### src/rtl/wb_pkg.sv
// Shared writeback-stage definitions: defaults, syscall encoding, FSM states.
// Build option: define WB_BYPASS_EN for write-first GPR reads.
package wb_pkg;

  localparam int NREG_D = 32;
  localparam int DW_D   = 32;
  localparam int AW     = 5;

  localparam logic [31:0] SYSCALL_WORD = 32'h0000_000C;

  typedef enum logic {
    WB_RUN,
    WB_HALT
  } wb_state_t;

endpackage

### src/rtl/wb_writeback_unit_if.sv
// MEM/WB result bundle presented to the writeback stage.
// Build option: WB_BYPASS_EN affects the consumer only, not this bundle.
interface wb_writeback_unit_if
  import wb_pkg::*;
#(
  parameter int DW = DW_D
);

  logic          wb_valid;
  logic [31:0]   wb_ir;
  logic [31:0]   wb_pc;
  logic [DW-1:0] wb_r1;
  logic [DW-1:0] wb_r2;
  logic [AW-1:0] wb_regnum;
  logic          wb_regwrite;
  logic          wb_lowrite;
  logic          wb_hiwrite;

  modport master (
    output wb_valid,
    output wb_ir,
    output wb_pc,
    output wb_r1,
    output wb_r2,
    output wb_regnum,
    output wb_regwrite,
    output wb_lowrite,
    output wb_hiwrite
  );

  modport slave (
    input wb_valid,
    input wb_ir,
    input wb_pc,
    input wb_r1,
    input wb_r2,
    input wb_regnum,
    input wb_regwrite,
    input wb_lowrite,
    input wb_hiwrite
  );

endinterface

### src/rtl/wb_gpr_array.sv
// General-purpose register file: one sync write port, two async read ports.
// Build option: WB_BYPASS_EN returns the pending write data on a matching read.
module wb_gpr_array
  import wb_pkg::*;
#(
  parameter int NREG = NREG_D,
  parameter int DW   = DW_D
) (
  input  logic          clk,
  input  logic          clr,
  input  logic          we,
  input  logic [AW-1:0] waddr,
  input  logic [DW-1:0] wdata,
  input  logic [AW-1:0] raddr_a,
  output logic [DW-1:0] rdata_a,
  input  logic [AW-1:0] raddr_b,
  output logic [DW-1:0] rdata_b
);

  logic [DW-1:0] mem [NREG];

  always_ff @(posedge clk) begin
    if (clr) begin
      for (int i = 0; i < NREG; i++) begin
        mem[i] <= '0;
      end
    end else if (we && (waddr != '0)) begin
      mem[waddr] <= wdata;
    end
  end

`ifdef WB_BYPASS_EN
  logic hit_a;
  logic hit_b;

  assign hit_a = we && (waddr == raddr_a);
  assign hit_b = we && (waddr == raddr_b);

  always_comb begin
    rdata_a = mem[raddr_a];
    rdata_b = mem[raddr_b];
    if (hit_a) rdata_a = wdata;
    if (hit_b) rdata_b = wdata;
    // Index 0 wins over any bypass match.
    if (raddr_a == '0) rdata_a = '0;
    if (raddr_b == '0) rdata_b = '0;
  end
`else
  always_comb begin
    rdata_a = mem[raddr_a];
    rdata_b = mem[raddr_b];
    if (raddr_a == '0) rdata_a = '0;
    if (raddr_b == '0) rdata_b = '0;
  end
`endif

endmodule

### src/rtl/wb_writeback_unit.sv
// Writeback stage: commits MEM/WB bundles to GPRs, HI/LO, counters, RUN/HALT.
// Build option: WB_BYPASS_EN enables write-first GPR read ports.
module wb_writeback_unit
  import wb_pkg::*;
#(
  parameter int NREG = NREG_D,
  parameter int DW   = DW_D
) (
  input  logic                 clk,
  input  logic                 CLR,
  wb_writeback_unit_if.slave   wb,
  input  logic [AW-1:0]        rs_addr,
  input  logic [AW-1:0]        rt_addr,
  output logic [DW-1:0]        rs_data,
  output logic [DW-1:0]        rt_data,
  output logic [DW-1:0]        hi_data,
  output logic [DW-1:0]        lo_data,
  output logic [31:0]          retired,
  output logic [31:0]          last_pc,
  output logic                 halted
);

  wb_state_t state;
  wb_state_t state_nx;

  logic is_syscall;
  logic commit;
  logic gpr_we;
  logic lo_we;
  logic hi_we;

  logic [DW-1:0] hi_q;
  logic [DW-1:0] lo_q;

  assign is_syscall = (wb.wb_ir == SYSCALL_WORD);
  assign commit     = wb.wb_valid && (state == WB_RUN);

  // A syscall retires but never updates architectural data.
  assign gpr_we = commit && wb.wb_regwrite
                  && (wb.wb_regnum != '0) && !is_syscall;
  assign lo_we  = commit && wb.wb_lowrite && !is_syscall;
  assign hi_we  = commit && wb.wb_hiwrite && !is_syscall;

  wb_gpr_array #(
    .NREG (NREG),
    .DW   (DW)
  ) u_gpr (
    .clk     (clk),
    .clr     (CLR),
    .we      (gpr_we),
    .waddr   (wb.wb_regnum),
    .wdata   (wb.wb_r1),
    .raddr_a (rs_addr),
    .rdata_a (rs_data),
    .raddr_b (rt_addr),
    .rdata_b (rt_data)
  );

  always_ff @(posedge clk) begin
    if (CLR) begin
      hi_q    <= '0;
      lo_q    <= '0;
      retired <= '0;
      last_pc <= '0;
    end else begin
      if (hi_we) hi_q <= wb.wb_r2;
      if (lo_we) lo_q <= wb.wb_r1;
      if (commit) begin
        retired <= retired + 32'd1;
        last_pc <= wb.wb_pc;
      end
    end
  end

  always_ff @(posedge clk) begin
    if (CLR) state <= WB_RUN;
    else     state <= state_nx;
  end

  always_comb begin
    state_nx = state;
    case (state)
      WB_RUN: begin
        if (commit && is_syscall) state_nx = WB_HALT;
      end
      WB_HALT: begin
        state_nx = WB_HALT;
      end
      default: begin
        state_nx = WB_RUN;
      end
    endcase
  end

  assign hi_data = hi_q;
  assign lo_data = lo_q;
  assign halted  = (state == WB_HALT);

endmodule

### src/flat_wrapper.sv
// flat-port wrapper written by rule: the top's interface ports become plain ports
module wb_writeback_unit_flat import wb_pkg::*;
#(
  parameter int NREG = NREG_D,
  parameter int DW   = DW_D
)
  (clk, CLR, rs_addr, rt_addr, rs_data, rt_data, hi_data, lo_data, retired, last_pc, halted, wb_wb_valid, wb_wb_ir, wb_wb_pc, wb_wb_r1, wb_wb_r2, wb_wb_regnum, wb_wb_regwrite, wb_wb_lowrite, wb_wb_hiwrite);
  wb_writeback_unit_if #(.DW(DW)) wb_i ();
  input  logic clk;
  input  logic CLR;
  input  logic [AW-1:0] rs_addr;
  input  logic [AW-1:0] rt_addr;
  output logic [DW-1:0] rs_data;
  output logic [DW-1:0] rt_data;
  output logic [DW-1:0] hi_data;
  output logic [DW-1:0] lo_data;
  output logic [31:0] retired;
  output logic [31:0] last_pc;
  output logic halted;
  input wire logic [$bits(wb_i.wb_valid)-1:0] wb_wb_valid;
  input wire logic [$bits(wb_i.wb_ir)-1:0] wb_wb_ir;
  input wire logic [$bits(wb_i.wb_pc)-1:0] wb_wb_pc;
  input wire logic [$bits(wb_i.wb_r1)-1:0] wb_wb_r1;
  input wire logic [$bits(wb_i.wb_r2)-1:0] wb_wb_r2;
  input wire logic [$bits(wb_i.wb_regnum)-1:0] wb_wb_regnum;
  input wire logic [$bits(wb_i.wb_regwrite)-1:0] wb_wb_regwrite;
  input wire logic [$bits(wb_i.wb_lowrite)-1:0] wb_wb_lowrite;
  input wire logic [$bits(wb_i.wb_hiwrite)-1:0] wb_wb_hiwrite;
  assign wb_i.wb_valid = wb_wb_valid;
  assign wb_i.wb_ir = wb_wb_ir;
  assign wb_i.wb_pc = wb_wb_pc;
  assign wb_i.wb_r1 = wb_wb_r1;
  assign wb_i.wb_r2 = wb_wb_r2;
  assign wb_i.wb_regnum = wb_wb_regnum;
  assign wb_i.wb_regwrite = wb_wb_regwrite;
  assign wb_i.wb_lowrite = wb_wb_lowrite;
  assign wb_i.wb_hiwrite = wb_wb_hiwrite;
  wb_writeback_unit #(.NREG(NREG), .DW(DW)) u_core (.clk(clk), .CLR(CLR), .wb(wb_i), .rs_addr(rs_addr), .rt_addr(rt_addr), .rs_data(rs_data), .rt_data(rt_data), .hi_data(hi_data), .lo_data(lo_data), .retired(retired), .last_pc(last_pc), .halted(halted));
endmodule
### config.mk
export PLATFORM = sky130hd
export DESIGN_NAME = wb_writeback_unit_flat
export DESIGN_NICKNAME = d
export VERILOG_FILES = /design/src/rtl/wb_pkg.sv /design/src/rtl/wb_writeback_unit_if.sv /design/src/rtl/wb_gpr_array.sv /design/src/rtl/wb_writeback_unit.sv /design/src/flat_wrapper.sv
export SDC_FILE = /design/constraint.sdc
export NUM_CORES = 2
export LEC_CHECK = 0
export BUFFER_PORTS_ARGS = -buffer_cell sky130_fd_sc_hd__clkbuf_2
export CORE_MARGIN = 4
export CORE_UTILIZATION = 40
export DETAILED_ROUTE_END_ITERATION = 12
export SYNTH_ARGS = -nofsm -noshare
export SYNTH_HDL_FRONTEND = slang
export SYNTH_SLANG_ARGS = --single-unit
### constraint.sdc
create_clock -name clk -period 6 [get_ports clk]
set_input_delay 1.2 -clock clk [delete_from_list [all_inputs] [get_ports clk]]
set_output_delay 1.2 -clock clk [all_outputs]
set_load 0.01 [all_outputs]
After elaboration in Yosys (flattened, before gate mapping)
Memory sizes are Yosys's and may differ from the RTL's.
Cells that the tools add are included.
{"block": "totals", "register_bits": 129, "ramBits": 1024, "input_bits": 149, "wordCells": 36, "n_memories": 1}
{"name": "u_core.u_gpr.mem", "words": 32, "word_bits": 32, "read_ports": 2, "rd_clocked_by_memory_dff": 0, "wr": 32, "line_no": "wb_gpr_array.sv:20", "source": "logic [DW-1:0] mem [NREG];"}
{"block": "classes", "addsub": 1, "n_eq_ne": 1, "mux": 12, "bitwise": 1, "reduce_logical": 15}
{"operator": "32-bit 2-to-1 mux", "n": 3}
{"operator": "32-bit by 1-bit adder with 32-bit output (second input constant)", "n": 1}
{"operator": "32-bit by 4-bit equality test with 1-bit output (second input constant)", "n": 1}
{"operator": "32-bit OR reduction", "n": 1}
{"operator": "1-bit logical AND", "n": 10}
{"operator": "5-bit logical NOT", "n": 2}
{"operator": "1-bit 2-to-1 mux", "n": 7}
{"operator": "5-bit 2-to-1 mux", "n": 1}
{"operator": "5-bit nonzero test", "n": 1}
{"operator": "1-bit case mux with 2 select lines", "n": 1}
{"operator": "1-bit logical NOT", "n": 1}
{"operator": "1-bit inverter", "n": 1}

Longest topological paths before layout
{"block": "depth", "ltp_word": 11, "mapped_depth": 8}

Hierarchy
From an unflattened synthesis, not the netlist that was laid out.
{"block": "unflattened", "hier_cells": 4115, "hier_area_um2": 59788.6}
{"module": "wb_gpr_array", "instances": 1, "cells_per_inst": 3502, "area_per_inst_um2": 54232.0, "seq_area_each_um2": 30749.5}
{"module": "wb_writeback_unit", "instances": 1, "cells_per_inst": 613, "area_per_inst_um2": 5556.6, "seq_area_each_um2": 2582.5}

Worst setup path after synthesis
OpenSTA, ideal clock, no wires.
{"block": "synth_path", "kind": "input to register", "start": "input wb_wb_regnum[2]", "end": "memory u_core.u_gpr.mem[13][0] in the netlist's numbering (enable)", "arrival_time_ns": 4.833, "t_required_ns": 5.534, "path_slack_ns": 0.702, "cell_stages": 8, "path_buffers": 4, "cell_sequence": "or3_1 -> clkbuf_1 -> o311ai_2 -> buf_2 -> a2111o_1 -> buf_2 -> buf_2 -> o21ai_0"}
{"element": "start: declaration", "line_no": "flat_wrapper.sv:25", "source": "input wire logic [$bits(wb_i.wb_regnum)-1:0] wb_wb_regnum;"}
{"element": "end: declaration", "line_no": "wb_gpr_array.sv:20"}

Final worst setup path
{"block": "layout_path", "start": "input rt_addr[2]", "end": "output rt_data[20]"}
{"block": "layout_between", "elab_chain_cells": 2}
{"element": "start: declaration", "line_no": "flat_wrapper.sv:12", "source": "input logic [AW-1:0] rt_addr;"}
{"element": "memory read 32 x 32 bit / 5-bit logical NOT (equally long branches)"}
{"element": "32-bit 2-to-1 mux (*)", "line_no": "wb_gpr_array.sv:53", "source": "if (raddr_b == '0) rdata_b = '0;"}
{"element": "end: declaration", "line_no": "flat_wrapper.sv:14", "source": "output logic [DW-1:0] rt_data;"}
Every way passes the cells marked *; elsewhere a longest branch is shown, timed or not.

==> metrics.md <==
| Metric | Value |
|---|---|
| Mean post-synth cell area | `13.88 sq um` |
| Routed WL | `205,300 um` |
| CTS HTree Levels | `4` |
| Post_cts resized | `0` |
| Die outline area | `152,400 sq um` |
| CP Capture Type | `output port` |
| Most Crowded Layer GR | `met2` |
| Flop2flop setup slack | `2420 ps` |
| Crit path launch type | `primary input` |
| CTS Hold Bufs | `0` |
| Cell Pwr Density | `287.6 nW/um^2` |
| Ys flop type | `edfxtp_1` |
| Initial antenna violation count | `4` |
| Max_cap viols | `0` |
| Minimum clock period | `5408 ps` |
| Worst r2r path cells | `6` |
| Register bit total from synthesis | `1,140` |
| CP startpoint | `rt_addr[2]` |
| Crit Path Category | `primary input to output port` |
| DR WL/cell | `31.84 um` |
| CTS clock-pin slew for the worst setup and hold paths | `50 ps` |
| Critical R2R Launch | `u_core.halted` |
| 1st-iter DRT viols | `4,451` |
| FMAX | `184.9 MHz` |
| Synth Instances | `4,214` |
| Met2 usage | `0.4349` |
| DRT antenna net count | `0` |
| Most common cell after layout, fill and taps aside | `edfxtp_1` |
| DR pass1 iterations | `6` |
| Vias/cell | `6.288` |
| Layout cells sized above 1 | `0.2876` |
| CTS Sinks | `1,140` |
| Pleak | `22.66 nW` |
| Initial core utilization | `0.4023` |
| Layout area overhead | `14.52%` |
| Slew @ Worst Pin | `1259 ps` |
| Worst path required time | `4800 ps` |
| Hold Path End | `u_core.last_pc[5]` |
| GPL Wtd Cong | `0.8565` |
| CP arrival | `4210 ps` |
| Relative slew slack | `0.1574` |
| Num rows | `140` |
| RSZ-0062 raised after global routing | `false` |
| Die Width | `390.4 um` |
| Post-synth cell types | `52` |
| Setup TNS | `0 ps` |
| Core Region | `145,400 sq um` |
| Endpoints failing hold | `0` |
| CTS max path bufs | `3` |
| Fin crit share | `0.9013` |
| Post-synth EDFFs | `1,011` |
| Detailed-route via count | `40,550` |
| Fraction of registers with async set/reset | `0` |
| Port bufs | `341` |
| Total congestion overflow | `0` |
| Most frequent cells in the layout | `1,011 x edfxtp_1, 516 x nor3_1, 483 x and2_1` |
| CP max FO | `34` |
| Residual DRC count | `0` |
| Post-CTS Setup Bufs | `0` |
| I/O pin total | `342` |
| Number of global-route vias before repair | `41,830` |
| Outcome | `completed` |
| Finished Core Util | `0.4607` |
| Seq/Total Area, Yosys | `0.5632` |
| Min-Delay Path Class | `flip-flop to flip-flop` |
| Die Y | `390.4 um` |
| Layout Nets | `4,587` |
| Total track usage | `0.2670` |
| Final setup viols | `0` |
| WHS Path Cells | `2` |
| CTS tree | `yes` |
| Worst Skew | `28.03 ps` |
| Ys Warns | `0` |
| Worst R2R End | `u_core.u_gpr.mem[2][17]` |
| Total CTS buffers | `131` |
| Min-delay src | `u_core.last_pc[5]` |
| Met1 usage in global routing | `0.3419` |
| Mapped cell area | `58,490 sq um` |
| Met3 Usage GRT | `0.06359` |
| CTS Root Cell | `clkbuf_16` |
| Clock latency on the worst-skew pair | `770 ps` |
| Final Max Slew Viols | `0` |
| DP HPWL | `127,000 um` |
| Max VDD drop | `217.8 uV` |
| Maximum number of pins on one net before global-route repair | `107` |
| First-pass GRT wire length | `295,300 um` |
-- cell usage after synthesis, types with 41 or more instances --
cell,n,area (sq um)
mux2_2,46,518.0
o21ai_0,42,210.2
a22oi_1,43,322.8
nand2_1,381,1430
buf_2,66,330.3
a221oi_1,42,367.9
edfxtp_1,1011,30360
and2_1,485,3034
a21oi_1,48,240.2
buf_1,56,210.2
dfxtp_1,129,2582
inv_1,41,153.9
nor3_1,516,2582
clkbuf_1,349,1310
mux2i_1,196,1962
mux4_2,470,10590
-- flip-flops by register name, summed over array words and instances (netlist names) --
name,flops
u_core.halted,1
u_core.hi_data,32
u_core.retired,32
u_core.u_gpr.mem,1011
u_core.lo_data,32
u_core.last_pc,32
-- power by group --
group          switching [mW]  internal [mW]
registers               0.201           9.04
clock network            3.27           4.36
logic                    1.45          0.944
total                    4.92           14.3
-- layer usage --
metal	vias up	routed length, um
li1	16800	-
met1	20910	76820
met2	2415	98560
met3	421	20540
met4	4	9386
met5	-	21
-- cell type report --
type / instances / area [sq um]
Fill cell: 12860 / 78410
Sequential cell: 1140 / 32940
Multi-Input combinational cell: 2579 / 24000
Clock buffer: 170 / 3581
Timing Repair Buffer: 543 / 3516
Tap cell: 1917 / 2399
Clock inverter: 57 / 379.1
Inverter: 42 / 162.7
Antenna cell: 1 / 2.502
-- how the worst max path moves through the flow --
| stage | endpoint | cells after the start |
|---|---|---|
| after floorplan | u_core.u_gpr.mem[13][0] | 8 |
| after global placement | rt_data[20] | 8 |
| after detailed placement | rt_data[20] | 8 |
| after CTS | rt_data[20] | 8 |
| after global routing | rt_data[20] | 8 |
| final | rt_data[20] | 8 |
-- logic make-up (layout without fill, tap and decap cells) --
| group | Yosys count | after routing | share of synthesized area |
|---|---|---|---|
| compound gates | 318 | 318 | 0.04261 |
| xor+xnor | 7 | 7 | 0.001048 |
| fa+ha+maj | 1 | 1 | 0.0002139 |
| buf+inv | 513 | 812 | 0.03434 |
| flops | 1140 | 1140 | 0.5632 |
| mux | 712 | 712 | 0.2234 |
| other cells | 1 | 20 | 0.00006412 |
| simple gates | 1522 | 1522 | 0.1351 |
-- worst max-delay path, cell delays in order --
cell	delay, ps
buf_6	380
nor2b_2	770
buf_4	370
a221o_1	180
o21ai_0	90
a221oi_1	810
buf_4	230
clkbuf_2	130
-- through the flow --
| stage | instance area [sq um] | hold slack, ps | worst slack (ps) | cells | power, mW |
|---|---|---|---|---|---|
| floorplan | 58550 | 479.0 | 701.6 | 4232 | 10.72 |
| global placement | 63020 | 441.2 | 658.2 | 6221 | 11.74 |
| detailed placement | 63020 | 445.9 | 671.2 | 6221 | 11.78 |
| CTS | 66980 | 455.6 | 620.1 | 6448 | 19.33 |
| global route | 66980 | 473.0 | 576.4 | 6448 | 19.82 |
| finish | 66980 | 454.0 | 592.1 | 6449 | 19.26 |
No activity file was read; power rests on OpenSTA's default activity.
